[src/rtl/keypad_scanner.sv]
// 4x4 matrix keypad scanner: one-cold column drive, 2-flop row sync,
// press/release debounce, one {digit, valid} pulse per accepted key press.
module keypad_scanner #(
  parameter int SCAN_DIV        = 1000,
  parameter int DEBOUNCE_CYCLES = 100000
) (
  input  logic       clk,
  input  logic       reset,
  input  logic [3:0] keyPad_row,
  output logic [3:0] keyPad_column,
  output logic [3:0] digit,
  output logic       valid,
  output logic       key_held
);
  localparam int MAXC = (SCAN_DIV > DEBOUNCE_CYCLES) ? SCAN_DIV : DEBOUNCE_CYCLES;
  localparam int CW   = $clog2(MAXC) + 1;
  localparam logic [CW-1:0] DWELL_LAST = CW'(SCAN_DIV - 1);
  localparam logic [CW-1:0] DB_LAST    = CW'(DEBOUNCE_CYCLES - 1);

  typedef enum logic [1:0] {SCAN, DEBOUNCE, HELD, RELEASE} state_t;

  state_t        state, state_n;
  logic [3:0]    sync1, rs;
  logic [1:0]    col, col_n, row_idx, row_idx_n;
  logic [3:0]    pat, pat_n;
  logic [CW-1:0] dwell, dwell_n, cnt, cnt_n;
  logic [3:0]    digit_n;
  logic          valid_n, held_n;
  logic          one_low;
  logic [1:0]    low_idx;

  function automatic logic [CW-1:0] sat_inc(input logic [CW-1:0] v);
    return (v == {CW{1'b1}}) ? v : v + 1'b1;
  endfunction

  function automatic logic [3:0] key_code(input logic [1:0] r, input logic [1:0] c);
    case ({r, c})
      4'h0: key_code = 4'h1;  4'h1: key_code = 4'h2;  4'h2: key_code = 4'h3;  4'h3: key_code = 4'hA;
      4'h4: key_code = 4'h4;  4'h5: key_code = 4'h5;  4'h6: key_code = 4'h6;  4'h7: key_code = 4'hB;
      4'h8: key_code = 4'h7;  4'h9: key_code = 4'h8;  4'hA: key_code = 4'h9;  4'hB: key_code = 4'hC;
      4'hC: key_code = 4'h0;  4'hD: key_code = 4'hF;  4'hE: key_code = 4'hE;  default: key_code = 4'hD;
    endcase
  endfunction

  assign keyPad_column = ~(4'b0001 << col);

  // Only a single low row is a clean press; zero or 2+ low rows are ignored.
  always_comb begin
    one_low = 1'b1;
    low_idx = 2'd0;
    case (rs)
      4'b1110: low_idx = 2'd0;
      4'b1101: low_idx = 2'd1;
      4'b1011: low_idx = 2'd2;
      4'b0111: low_idx = 2'd3;
      default: one_low = 1'b0;
    endcase
  end

  always_ff @(posedge clk or negedge reset) begin
    if (!reset) begin
      sync1 <= 4'hF;
      rs    <= 4'hF;
    end else begin
      sync1 <= keyPad_row;
      rs    <= sync1;
    end
  end

  always_ff @(posedge clk or negedge reset) begin
    if (!reset) begin
      state    <= SCAN;
      col      <= 2'd0;
      row_idx  <= 2'd0;
      pat      <= 4'hF;
      dwell    <= '0;
      cnt      <= '0;
      digit    <= 4'h0;
      valid    <= 1'b0;
      key_held <= 1'b0;
    end else begin
      state    <= state_n;
      col      <= col_n;
      row_idx  <= row_idx_n;
      pat      <= pat_n;
      dwell    <= dwell_n;
      cnt      <= cnt_n;
      digit    <= digit_n;
      valid    <= valid_n;
      key_held <= held_n;
    end
  end

  always_comb begin
    state_n   = state;
    col_n     = col;
    row_idx_n = row_idx;
    pat_n     = pat;
    dwell_n   = dwell;
    cnt_n     = cnt;
    digit_n   = digit;
    valid_n   = 1'b0;
    held_n    = key_held;
    case (state)
      SCAN: begin
        if (dwell == DWELL_LAST) begin
          dwell_n = '0;
          if (one_low) begin
            state_n   = DEBOUNCE;
            pat_n     = rs;
            row_idx_n = low_idx;
            cnt_n     = '0;
          end else begin
            col_n = col + 2'd1;
          end
        end else begin
          dwell_n = sat_inc(dwell);
        end
      end
      DEBOUNCE: begin
        if (rs != pat) begin
          state_n = SCAN;
          dwell_n = '0;
          cnt_n   = '0;
        end else if (cnt == DB_LAST) begin
          valid_n = 1'b1;
          digit_n = key_code(row_idx, col);
          held_n  = 1'b1;
          state_n = HELD;
          cnt_n   = '0;
        end else begin
          cnt_n = sat_inc(cnt);
        end
      end
      HELD: begin
        // Any low row, including extra keys, keeps the press alive.
        if (rs == 4'hF) begin
          state_n = RELEASE;
          cnt_n   = '0;
        end
      end
      RELEASE: begin
        if (rs != 4'hF) begin
          state_n = HELD;
          cnt_n   = '0;
        end else if (cnt == DB_LAST) begin
          held_n  = 1'b0;
          state_n = SCAN;
          col_n   = col + 2'd1;
          dwell_n = '0;
          cnt_n   = '0;
        end else begin
          cnt_n = sat_inc(cnt);
        end
      end
      default: state_n = SCAN;
    endcase
  end
endmodule
[config.mk]
export PLATFORM = sky130hd
export DESIGN_NAME = keypad_scanner
export DESIGN_NICKNAME = d
export VERILOG_FILES = /design/src/rtl/keypad_scanner.sv
export SDC_FILE = /design/constraint.sdc
export NUM_CORES = 1
export LEC_CHECK = 0
export CAP_MARGIN = 20
export CORE_ASPECT_RATIO = 1.25
export CORE_MARGIN = 1.5
export CORE_UTILIZATION = 48
export CTS_CLUSTER_SIZE = 40
export DETAILED_ROUTE_END_ITERATION = 7
export DONT_BUFFER_PORTS = 1
export GPL_TIMING_DRIVEN = 0
export HOLD_SLACK_MARGIN = 0.03
export PLACE_DENSITY_LB_ADDON = 0.05
export SLEW_MARGIN = 20
export SYNTH_ARGS = -nofsm -noshare
export SYNTH_HDL_FRONTEND = slang
export SYNTH_SLANG_ARGS = --single-unit
[constraint.sdc]
create_clock -name clk -period 3.4 [get_ports clk]
set_input_delay 0.51 -clock clk [delete_from_list [all_inputs] [get_ports clk]]
set_output_delay 0.51 -clock clk [all_outputs]
set_load 0.02 [all_outputs]
==> results.ini <==
[run_status]
status = finished clean

[worst_setup_path]
critical_path.max_stage_delay_ps = 570
startpoint_type = flip-flop
cp_max_fo = 10
worst_ep_required_time_ps = 3640
critical-path-top-delay-family = compound AO/OA/AOI/OAI gates
worstSetupPathType = flip-flop to flip-flop
crit_buf_inv = 1
rrSetupSlack_ps = 420
crit_path_end_kind = flip-flop
cp_slowest_cell = nor4_2
path_cells = ha_1 -> nand4_1 -> nor4_2 -> a41oi_1 -> o21ai_1 -> buf_2 -> o21ai_0 -> o31ai_1
critPathArrivalTime_ps = 3220

[power]
vdd_drop_max_v = 0.000217
leakagePower_nw = 1.52
powerDensity_mw_per_mm2 = 377
power_mw = 1.42

[clocking]
cts_tree = built
clk_latency_ps = 350
clkTransAtPathRegs_ps = 80
cts_sinks = 60
htreeDepth = 3
cts.path.max_buffers = 2
cts-root-buf = clkbuf_8
cts_buffers = 9

[global_routing]
grt_first_pass_wirelength_um = 13900
antenna_found_initial = 0
grtUsageTotal_pct = 23.0
grt_overflow = 0
grt_max_degree = 61
grt_pass1_vias = 2906

[placed_design]
place_hpwl_um = 5470
routabilityCongestion = 0.856
io_buffers = 0

[job]
maxCapViolations = 0

[logic_synthesis]
synth.distinct_cells = 53
yosysTopAreaCellShare_pct = 35.3
synth_warnings = 0
synth_xor_area_share_pct = 2.06
synth_edf_count = 0
synth_fa_ha_area_share_pct = 2.57
synth.top_cells.by_count = dfrtp_1 (48), nor2_1 (32), o21ai_0 (32)
yosys_register_bits = 60
synth-simple-area-share_pct = 23.6
synth_most_common_cell = dfrtp_1
ys_async_sr_fraction_pct = 100
netlist_area_sq_mm = 0.00341
synth.area.mux_share_pct = 4.11
syn_nets = 390
synth_top_family_by_area = simple AND/OR/NAND/NOR gates
syn_avg_cell_area_sq_um = 9.03
synth_compound_area_share_pct = 19.1
syn-instance-count = 377
yosysSeqAreaShare_pct = 44.5
yosys.area.top_type = dfrtp_1
synth-main-ff-cell = dfrtp_1
synthTopCellsByArea = dfrtp_1 (35%), dfstp_2 (9.3%), o21ai_0 (4.7%)

[drt]
drt-total-wl_um = 7990
firstDrtPassIters = 4
ant_nets = 0
vias = 2959
first_iter_violations = 137
drcViolationCount = 0
wire_per_inst_um = 16.5
via_per_inst = 6.10

[finish]
syn2layout_area_growth_pct = 10.5
drive_above_1_share_pct = 11.9
antenna_cells = 0
finalNetCount = 403
fill_cells = 623
seq_area_sq_mm = 0.00152
multi_input_area_sq_mm = 0.00176

[hold_path]
hold_path.class = input port to flip-flop

[die]
core_sq_mm = 0.00693
initial_core_util_pct = 49.1
ios = 16
core.rowCount = 34
die_area_sq_mm = 0.00761
fp.dieH_um = 97.2
die_w_um = 78.3

[sta]
min_period_ps = 2980
rsz0062_at_grt = no
slew_violations = 0
tightest_slew_ps = 808
fmax_mhz = 335
slew_headroom_pct = 45.8
fin_crit_sh_pct = 87.7
fin_skew_ps = 6.49
setup_viol = 0
setup_tns_ps = 0
hold_viol = 0

[sequential cells by signal, summed over array words and instances, names as in the netlist]
name / count
sync1: 4
dwell: 18
digit: 4
key_held: 1
col: 2
state: 2
row_idx: 2
rs: 4
valid: 1
pat: 4
cnt: 18
[worst paths after layout]
check | start | end | cells after the start
max | dwell[0]$_DFFE_PN0P_ | dwell[15]$_DFFE_PN0P_ | 8
min | keyPad_row[3] | sync1[3]$_DFF_PN1_ | 0
max reg2reg | dwell[0]$_DFFE_PN0P_ | dwell[15]$_DFFE_PN0P_ | 8
min reg2reg | sync1[1]$_DFF_PN1_ | rs[1]$_DFF_PN1_ | 0
max in group asynchronous | reset | rs[3]$_DFF_PN1_ | 2
min in group asynchronous | reset | digit[3]$_DFFE_PN0P_ | 2
[cells in the final DEF, fill, tap and decap left out, types with 10 or more instances in the layout]
master,n
dfrtp_1,48
nor3_1,13
nand3_1,17
dfstp_2,12
clkbuf_1,12
nand2_1,28
a21oi_1,26
nor4_1,11
nor2_1,32
a31oi_1,10
inv_1,14
o21ai_0,32
[per-layer routing]
layer  vias to the layer above  part of all wire, %  track usage (%)
met2                        55                   49             38.5
met3                        22                  2.7             4.41
met1                      1454                   46             28.3
li1                       1428                    -                -
met4                         0                  2.7             10.7
met5                         -                    0                0
[kinds of logic after synthesis]
logic type | count (synthesis)
simple gates | 152
compound gates | 105
flops | 60
buf+inv | 32
mux | 13
xor+xnor | 8
fa+ha+maj | 7
[timing repair]
item                       CTS  global route
setup endpoints to repair    0             5
setup buffers                0             0
gates resized for setup      0             1
hold buffers                 1             1
hold endpoints to repair    60             4
[power by group]
group | switching, mW | internal (mW)
Sequential | 0.00341 | 0.722
Combinational | 0.0265 | 0.0115
Clock | 0.335 | 0.322
[cell type report]
type / count / share of cell area, %
Timing Repair Buffer: 2 / 0.998
Sequential cell: 60 / 40.3
Multi-Input combinational cell: 285 / 46.7
Clock buffer: 10 / 3.96
Tap cell: 90 / 2.99
Inverter: 14 / 1.40
Buffer: 18 / 2.26
Clock inverter: 6 / 1.36
[stage by stage]
stage	setup WS [ps]	area [sq um]	hold WS (ps)	instances	utilization [%]
after floorplan	935	3410	214	377	-
after global routing	179	3760	132	485	54.3
final	417	3760	155	485	54.3
after global placement	244	3520	215	467	50.7
after detailed placement	265	3520	216	467	50.7
after CTS	224	3750	33.0	484	54.0
(Power assumes the default switching activity.)
